**src/rtl/output_port_arbiter_pkg.sv**
```systemverilog
// ---------------------------------------------------------------------------
// output_port_arbiter_pkg
//   Shared definitions for the leaf output port arbiter:
//     - PACKET_BITS_DEF : default network packet width
//     - idx_bits()      : index width for N ports, $clog2(N) with a minimum of 1
//     - IDLE / BURST    : arbiter FSM state encoding
// ---------------------------------------------------------------------------
package output_port_arbiter_pkg;

   localparam int PACKET_BITS_DEF = 97;

   localparam logic [0:0] IDLE  = 1'b0;
   localparam logic [0:0] BURST = 1'b1;

   function automatic int idx_bits(input int n);
      return (n <= 2) ? 1 : $clog2(n);
   endfunction

endpackage

```
**src/rtl/output_port_arbiter_rr_pick.sv**
```systemverilog
// ---------------------------------------------------------------------------
// rr_pick
//   Combinational round-robin picker. Scans the request vector starting at
//   'start' and wrapping modulo N; 'start - 1' is therefore checked last.
//   Shared with the input-side arbiter.
//
// Ports:
//   req   in  N      request vector (one bit per port)
//   start in  IDX_W  first index to examine
//   idx   out IDX_W  first requesting index in scan order (start when none)
//   any   out 1      at least one request is present
// ---------------------------------------------------------------------------
module rr_pick #(
   parameter int N     = 7,
   parameter int IDX_W = 3
) (
   input  logic [N-1:0]     req,
   input  logic [IDX_W-1:0] start,
   output logic [IDX_W-1:0] idx,
   output logic             any
);

   // Walk the scan order backwards so the last hit written is the first
   // requester in round-robin order; no priority flag is needed.
   always_comb begin
      int p;
      p   = 0;
      idx = start;
      any = |req;
      for (int k = N - 1; k >= 0; k--) begin
         p = int'(start) + k;
         if (p >= N) p = p - N;
         if (req[p]) idx = IDX_W'(p);
      end
   end

endmodule

```
**src/rtl/output_port_arbiter.sv**
```systemverilog
// ---------------------------------------------------------------------------
// output_port_arbiter
//   Shares one leaf-to-network packet path between the output ports of a
//   leaf cluster. Each port is a first-word-fall-through FIFO; the arbiter
//   pops the chosen port with a one-cycle rd_en_sel pulse and registers the
//   head packet into a single valid/ready output stage. Round-robin with a
//   bounded burst of BURST_LEN packets per port.
//
// Ports:
//   clk           in  1                          network clock
//   reset         in  1                          async, active-high
//   empty         in  NUM_OUT_PORTS              per-port FIFO empty flag
//   internal_out  in  PACKET_BITS*NUM_OUT_PORTS  per-port head packet
//   rd_en_sel     out NUM_OUT_PORTS              one-hot pop strobe (comb.)
//   out_packet    out PACKET_BITS                registered packet
//   out_vld       out 1                          out_packet is valid
//   out_rdy       in  1                          downstream accepts
//   out_port_idx  out IDX_BITS                   source port of out_packet
//   stall_cnt     out 32                         only with
//                                                OUTPUT_PORT_ARBITER_PERF_CNT_EN:
//                                                saturating count of cycles
//                                                with out_vld=1, out_rdy=0
// ---------------------------------------------------------------------------
module output_port_arbiter
   import output_port_arbiter_pkg::*;
#(
   parameter  int PACKET_BITS   = PACKET_BITS_DEF,
   parameter  int NUM_OUT_PORTS = 7,
   parameter  int BURST_LEN     = 4,
   localparam int IDX_BITS      = idx_bits(NUM_OUT_PORTS)
) (
   input  logic                               clk,
   input  logic                               reset,
   input  logic [NUM_OUT_PORTS-1:0]           empty,
   input  logic [PACKET_BITS*NUM_OUT_PORTS-1:0] internal_out,
   output logic [NUM_OUT_PORTS-1:0]           rd_en_sel,
   output logic [PACKET_BITS-1:0]             out_packet,
   output logic                               out_vld,
   input  logic                               out_rdy,
   output logic [IDX_BITS-1:0]                out_port_idx
`ifdef OUTPUT_PORT_ARBITER_PERF_CNT_EN
   ,
   output logic [31:0]                        stall_cnt
`endif
);

   localparam int                  CNT_W     = $clog2(BURST_LEN + 1);
   localparam logic [IDX_BITS-1:0] LAST_PORT = IDX_BITS'(NUM_OUT_PORTS - 1);
   localparam logic [CNT_W-1:0]    BURST_MAX = CNT_W'(BURST_LEN);

   logic [0:0]             state_p1;
   logic [IDX_BITS-1:0]    cur_p1;
   logic [CNT_W-1:0]       burst_cnt_p1;
   logic                   vld_p1;
   logic [PACKET_BITS-1:0] pkt_p1;
   logic [IDX_BITS-1:0]    idx_p1;

   logic [IDX_BITS-1:0]    start_idx;
   logic [IDX_BITS-1:0]    pick_idx;
   logic [IDX_BITS-1:0]    chosen;
   logic                   any_req;
   logic                   load_ok;
   logic                   load;
   logic                   stay;

   // ---- stage p0: port choice and pop strobe --------------------------------
   assign start_idx = (cur_p1 == LAST_PORT) ? '0 : cur_p1 + 1'b1;

   rr_pick #(
      .N     (NUM_OUT_PORTS),
      .IDX_W (IDX_BITS)
   ) u_rr_pick (
      .req   (~empty),
      .start (start_idx),
      .idx   (pick_idx),
      .any   (any_req)
   );

   assign load_ok = !vld_p1 || out_rdy;
   assign load    = load_ok && any_req;
   assign stay    = (state_p1 == BURST) && !empty[cur_p1] && (burst_cnt_p1 < BURST_MAX);
   assign chosen  = stay ? cur_p1 : pick_idx;

   // Gated by reset so no FIFO is popped while the output stage is held clear.
   always_comb begin
      rd_en_sel = '0;
      if (load && !reset) rd_en_sel[chosen] = 1'b1;
   end

   // ---- stage p1: output register and burst FSM ------------------------------
   always_ff @(posedge clk or posedge reset) begin
      if (reset) begin
         state_p1     <= IDLE;
         cur_p1       <= LAST_PORT;
         burst_cnt_p1 <= '0;
         vld_p1       <= 1'b0;
         pkt_p1       <= '0;
         idx_p1       <= '0;
      end else if (load) begin
         vld_p1   <= 1'b1;
         pkt_p1   <= internal_out[int'(chosen)*PACKET_BITS +: PACKET_BITS];
         idx_p1   <= chosen;
         state_p1 <= BURST;
         if (state_p1 == BURST && chosen == cur_p1) begin
            if (burst_cnt_p1 != BURST_MAX) burst_cnt_p1 <= burst_cnt_p1 + 1'b1;
         end else begin
            cur_p1       <= chosen;
            burst_cnt_p1 <= CNT_W'(1);
         end
      end else if (load_ok) begin
         // Nothing to send: drop valid and idle, keeping cur for fairness.
         vld_p1   <= 1'b0;
         state_p1 <= IDLE;
      end
   end

   assign out_vld      = vld_p1;
   assign out_packet   = pkt_p1;
   assign out_port_idx = idx_p1;

`ifdef OUTPUT_PORT_ARBITER_PERF_CNT_EN
   always_ff @(posedge clk or posedge reset) begin
      if (reset) begin
         stall_cnt <= '0;
      end else if (vld_p1 && !out_rdy && stall_cnt != '1) begin
         stall_cnt <= stall_cnt + 32'd1;
      end
   end
`endif

endmodule

```
**config.mk**
```make
export PLATFORM = sky130hd
export DESIGN_NAME = output_port_arbiter
export DESIGN_NICKNAME = d
export VERILOG_FILES = /design/src/rtl/output_port_arbiter_pkg.sv /design/src/rtl/output_port_arbiter_rr_pick.sv /design/src/rtl/output_port_arbiter.sv
export SDC_FILE = /design/constraint.sdc
export NUM_CORES = 1
export LEC_CHECK = 0
export BUFFER_PORTS_ARGS = -buffer_cell sky130_fd_sc_hd__clkbuf_2
export CAP_MARGIN = 10
export CORE_AREA = 8 8 302 304
export CTS_CLUSTER_DIAMETER = 100
export DETAILED_ROUTE_END_ITERATION = 7
export DIE_AREA = 0 0 310 312
export PLACE_DENSITY = 0.3
export REMOVE_ABC_BUFFERS = 1
export SLEW_MARGIN = 15
export SYNTH_ARGS = -nofsm -noshare
export SYNTH_HDL_FRONTEND = slang
export SYNTH_SLANG_ARGS = --single-unit
```
**constraint.sdc**
```tcl
create_clock -name clk -period 8.2 [get_ports clk]
set_clock_uncertainty 0.15 [all_clocks]
set_input_delay 2.46 -clock clk [delete_from_list [all_inputs] [get_ports clk]]
set_output_delay 2.46 -clock clk [all_outputs]
set_load 0.02 [all_outputs]
```
# == Word-level counts from Yosys, hierarchy flattened ==
# Index checks and enable logic that the tools add are counted.
# op_classes
bitwise,2
n_eq_ne,4
n_reduce_logical,14
n_shift,1
order_cmp,18
div,0
add_sub_neg,15
mux,46
multipliers,1
# op_table
operator,n
679-bit by 11-bit indexed part select with 97-bit output,1
32-bit by 5-bit less-than comparator with 1-bit output (second input constant),7
32-bit 2-to-1 mux,7
32-bit by 4-bit >= comparator with 1-bit output (second input constant),6
32-bit by 4-bit subtractor with 32-bit output (second input constant),6
3-bit 2-to-1 mux,11
1-bit binary-select mux with 3-bit select,8
1-bit 2-to-1 mux,18
3-bit by 3-bit adder with 4-bit output (second input constant),3
3-bit by 7-bit multiplier with 10-bit output (second input constant),1
3-bit by 2-bit adder with 4-bit output (second input constant),2
3-bit by 4-bit less-than comparator with 1-bit output (second input constant),2
7-bit 2-to-1 mux,1
7-bit NOT,1
7-bit OR reduction,1
3-bit by 1-bit adder with 3-bit output (second input constant),2
1-bit logical AND,6
3-bit by 1-bit adder with 4-bit output (second input constant),1
2-bit AND reduction,2
3-bit by 3-bit subtractor with 4-bit output (second input constant),1
1-bit demux with 3-bit select,1
3-bit equality test,1
3-bit equality test (second input constant),1
3-bit by 1-bit >= comparator with 1-bit output (second input constant),1
8 further kinds,10
# totals
romBits,0
memories,0
ramBits,0
out_inout_bits,108
reg_bits,107
in_bits,689
latch_bits,0
word_cells,106

# == Depth between registers and ports, before layout ==
# depth
depth_word,21
depth_mapped,22
depth_no_buf,16

# == Hierarchy ==
# From an unflattened synthesis, not the netlist that was laid out.
# hier_totals
hier_cells,1384
area_unflattened_um2,11365.9
# modules_own_cells
mod,area_per_inst_um2,instances,cells_per_inst,seq_area_each_um2
output_port_arbiter,9835.7,1,1186,2680.1
rr_pick,1530.2,1,198,0.0

# == Worst setup path after synthesis ==
# Ideal clock, no wire load.
# synth_path
kind,input-to-output
from,input empty[5]
to,output rd_en_sel[0]
path_stages,12
required_time_ns,5.590
path_slack_ns,0.232
t_arrival_ns,5.358
cell_sequence,clkbuf_1 mux2i_1 and2_1 o31a_1 a21oi_1 o221ai_1 a311o_1 a22o_1 buf_4 buf_2 buf_2 nor4_1
# synth_via
elab_chain_len,17
elab_cells_between_ends,44
cone_classes,2 x order compare; 34 x mux; 1 x bitwise; 7 x reduce/logical
# synth_rtl
item,line,source
"start, declared",output_port_arbiter.sv:34,"input logic [NUM_OUT_PORTS-1:0] empty,"
7-bit NOT,output_port_arbiter.sv:73,".req (~empty),"
1-bit binary-select mux with 3-bit select,output_port_arbiter_rr_pick.sv:33,if (req[p]) idx = IDX_W'(p);
1-bit 2-to-1 mux (implied by the code) (2 in a row),output_port_arbiter_rr_pick.sv:33,
3-bit 2-to-1 mux (7 in a row),output_port_arbiter_rr_pick.sv:33,
3-bit 2-to-1 mux,output_port_arbiter.sv:82,assign chosen = stay ? cur_p1 : pick_idx;
3-bit by 4-bit less-than comparator with 1-bit output (implied by the code) or 3-bit by 1-bit >= comparator with 1-bit output (tied branches),output_port_arbiter.sv:87,if (load && !reset) rd_en_sel[chosen] = 1'b1;
1-bit logical AND (implied by the code),output_port_arbiter.sv:87,
1-bit 2-to-1 mux (implied by the code),output_port_arbiter.sv:87,
1-bit demux with 3-bit select,output_port_arbiter.sv:87,
7-bit 2-to-1 mux *,output_port_arbiter.sv:87,
"end, declared",output_port_arbiter.sv:36,"output logic [NUM_OUT_PORTS-1:0] rd_en_sel,"
# Mark *: on every way between the ends. The rest lies on a longest branch, timed or not. The select of a mux whose other input is x is not followed.

# == Final worst setup path ==
# layout_path
from,input empty[1]
to,output rd_en_sel[5]
# Same word-level chain as after synthesis.

==> out/qor_table.md <==
| Group | Metric | Value |
|:---|:---|:---|
| outcome | Outcome | completed |
| floorplan | Die outline height | 312 µm |
| setup path | Buffers and inverters on the worst path | 3 |
| layout | Area used by multi-input combinational logic | 7970 µm² |
| layout | Total number of nets in the final design | 2780 |
| floorplan | Chip Width | 310 µm |
| route | Violation count after the first detailed-routing iteration | 916 |
| layout | P&R area growth vs syn | 49.2% |
| global routing | Initial antenna violation count | 15 |
| layout | Commonest non-fill, non-tap cells in the layout | clkbuf_2, mux2i_1, nand2_1 |
| yosys | Count of unique library cells instantiated by Yosys | 79 |
| layout | Post-route insts no fill | 3247 |
| min path | Hold path endpoint | out_port_idx[2]$_DFFE_PP0P_ |
| clocking | Clock latency of the later-clocked register in the worst-skew pair | 390 ps |
| setup path | Endpoint required time on the critical path | 5590 ps |
| clocking | Number of buffers created by CTS | 9 |
| sta | Achievable clock frequency | 0.127 GHz |
| min path | Start point of the worst min-delay path | out_port_idx[2]$_DFFE_PP0P_ |
| global routing | Overall track demand over capacity in global routing | 16.6% |
| floorplan | Starting density of the core | 13.1% |
| layout | Number of fillers in the final layout | 9969 |
| global routing | Maximum number of pins on one net before global-route repair | 119 |
| floorplan | Std-Cell Rows | 108 |
| min path | Number of cells on the worst hold path | 2 |
| sta | Slew of the pin with the lowest slew margin | 1040 ps |
| yosys | Fraction of registers with async set/reset | 100% |
| clocking | Root Buffer | clkbuf_16 |
| sta | RSZ-0062 raised after global routing | false |
| route | Final routed wire length divided by cell count | 26.1 µm |
| layout | Fraction of layout cells with a size suffix above 1 | 43.4% |
| route | Antenna-violating nets left | 0 |
| sta | Period minus WS final | 7860 ps |
| sta | Final Setup Violations | 0 |
| route | Routed vias | 14500 |
| clocking | Clock Sink Count | 107 |
| setup path | CP cell instances | clkbuf_2, inv_1, o211ai_1, a222oi_1, a21oi_1, nor3b_1, a311o_1, a22o_4, nor4_1, clkbuf_2 |
| setup path | Crit path max-delay cell type | a222oi_1 |
| setup path | Kind of end point of the critical path | primary output |
| clocking | CTS H-tree lvls | 3 |
| setup path | Arrival time worst endpoint | 5250 ps |
| yosys | Part of the Yosys area used for sequential elements | 23.8% |
| setup path | Reg-to-Reg End | out_packet[44]$_DFFE_PP0P_ |
| placed design | Post-detailed-placement half-perimeter wirelength | 68700 µm |
| placed design | Placer's final routability congestion estimate | 0.926 |
| clocking | CTS max path bufs | 2 |
| yosys | Number of flops mapped to enable cells by yosys | 0 |
| route | DRC violations left | 0 |
| floorplan | IO Count | 797 |
| yosys | Post-Synthesis Cell Area | 11300 µm² |
| yosys | Most used flip-flop cell after synthesis | dfrtp_1 |
| layout | Flip-flop and latch area | 2680 µm² |
| sta | Least setup slack across all paths after layout | 338 ps |
| placed design | Count of port buffers added during placement | 796 |
| global routing | Number of global-route vias before repair | 15500 |
| global routing | Total congestion overflow | 0 |
| floorplan | Area of the die | 96700 µm² |
| setup path | Type of the worst setup path | in -> out |
| setup path | Crit path max-delay family | compound AO/OA/AOI/OAI gates |
| placed design | Number of placed cells counting well taps | 3222 |
| yosys | Synth Register Bits | 107 |
| min path | Hold WC Path Type | reg -> reg |
| sta | Max_slew headroom | 30.8% |
| layout | Most common cell after layout, fill and taps aside | clkbuf_2 |
| yosys | Warnings, synthesis | 0 |
| setup path | R2r setup slk | 1650 ps |
| setup path | Worst Setup Start Kind | input pin |
| sta | Fraction of the cycle the final worst path needs | 95.9% |
| setup path | Critical register-to-register path startpoint | cur_p1[1]$_DFFE_PP1P_ |
| setup path | Crit path max fanout | 13 |
| clocking | TritonCTS clock tree | done |
| route | Ratio of routed vias to standard cells | 4.46 |
| setup path | CP dominant cell by count | clkbuf_2 |
| global routing | Global-route wire length before repair | 118000 µm |
| clocking | Clock-pin slew on the worst setup and hold paths | 90 ps |
| clocking | Hold buffer count at CTS | 0 |
| setup path | Longest individual stage delay on the worst path | 440 ps |
| setup path | Count of cells along the worst register-to-register path | 16 |
| sta | Final hold vios | 0 |
| sta | Pins Over Slew Limit | 0 |
| run | Max-capacitance violation count | 0 |
| placed design | DP Worst Slack | 202 ps |
| yosys | Synthesized netlist cell count | 1378 |
| route | Final wirelength | 84800 µm |
| floorplan | Placeable Area | 86200 µm² |
| route | Number of detailed-routing iterations run before antenna repair | 5 |
| yosys | Synthesized area per cell | 8.19 µm² |
## through the flow
step	utilization (%)	setup TNS, ps	hold WS (ps)	area (µm²)
after floorplan	-	-281290	342	10600
after global placement	19.1	0	317	16500
after detailed placement	19.1	0	330	16500
after CTS	19.5	0	352	16800
after global routing	19.5	0	377	16800
final	19.5	0	341	16800
## state kept, by name, indices dropped and copies added (netlist names)
name,cells
cur_p1,3
out_packet,97
burst_cnt_p1,3
out_vld,1
out_port_idx,3
## timing repair
action                                  4_1_cts  5_1_grt
resized for setup                             0        4
endpoints found under the setup margin        0        6
buffers inserted                              0        0
## tightest hold or removal path, cell delays in order, from the launching register on
cell,delay [ps]
dfrtp_1,350
nand2_1,40
o21ai_0,60
## per-layer routing
layer / share of wire (%) / global-route usage, %
met1: 42 / 20.5
met2: 50 / 29.2
met3: 6.7 / 4.21
met4: 0.98 / 2.78
met5: 0.057 / 0
## layout make-up
type | count | area share (%)
Clock buffer | 10 | 1.36
Tap cell | 1155 | 8.58
Antenna cell | 9 | 0.134
Sequential cell | 107 | 15.9
Clock inverter | 6 | 0.334
Timing Repair Buffer | 838 | 25.9
Inverter | 17 | 0.409
Multi-Input combinational cell | 1105 | 47.4
## logic make-up (layout without fill, tap and decap cells)
family,Yosys count,in the layout,synth area share (%)
xor gates and xnor gates,7,7,0.543
muxes,197,197,17.8
other,0,9,0
AOI/OAI and AO/OA,484,484,32.7
DFF,107,107,23.8
adders and majority gates,13,13,1.51
buffers and inverters,166,871,6.42
and+or+nand+nor,404,404,17.3
## Yosys cell counts, types with 5 or more instances
master	number	area share, %
mux2_2	8	0.80
inv_1	16	0.53
nor4_1	10	0.55
nor3_1	8	0.35
clkbuf_1	87	2.9
nor2_1	114	3.8
nor3b_1	5	0.33
and2_1	30	1.7
nor2b_1	9	0.50
dfrtp_1	105	23
a21o_1	6	0.40
a21oi_1	42	1.9
o21ai_0	37	1.6
o22a_1	72	5.6
a211o_1	28	2.2
a211oi_1	7	0.47
ha_1	12	1.3
nand3_1	32	1.4
xnor2_1	6	0.47
buf_2	48	2.1
a221oi_1	99	7.7
o211ai_1	29	1.9
and3_1	28	1.6
nand2_1	120	4.0
or2_2	5	0.28
mux2i_1	187	17
a31oi_1	101	5.6
buf_4	11	0.73
o21a_1	5	0.33
nand2b_1	26	1.4
## worst max path at each step
stage / start / end / depth (start not counted)
2_1_floorplan: empty[6] / rd_en_sel[0] / 8
4_1_cts: empty[1] / rd_en_sel[2] / 11
3_5_place_dp: empty[1] / rd_en_sel[2] / 11
3_3_place_gp: empty[1] / rd_en_sel[2] / 11
5_1_grt: empty[1] / rd_en_sel[2] / 11
6_report: empty[1] / rd_en_sel[5] / 10
Power is left out: the tool's default activity adds up to more than one toggle a clock period on the data nets, which glitch-free logic cannot reach.
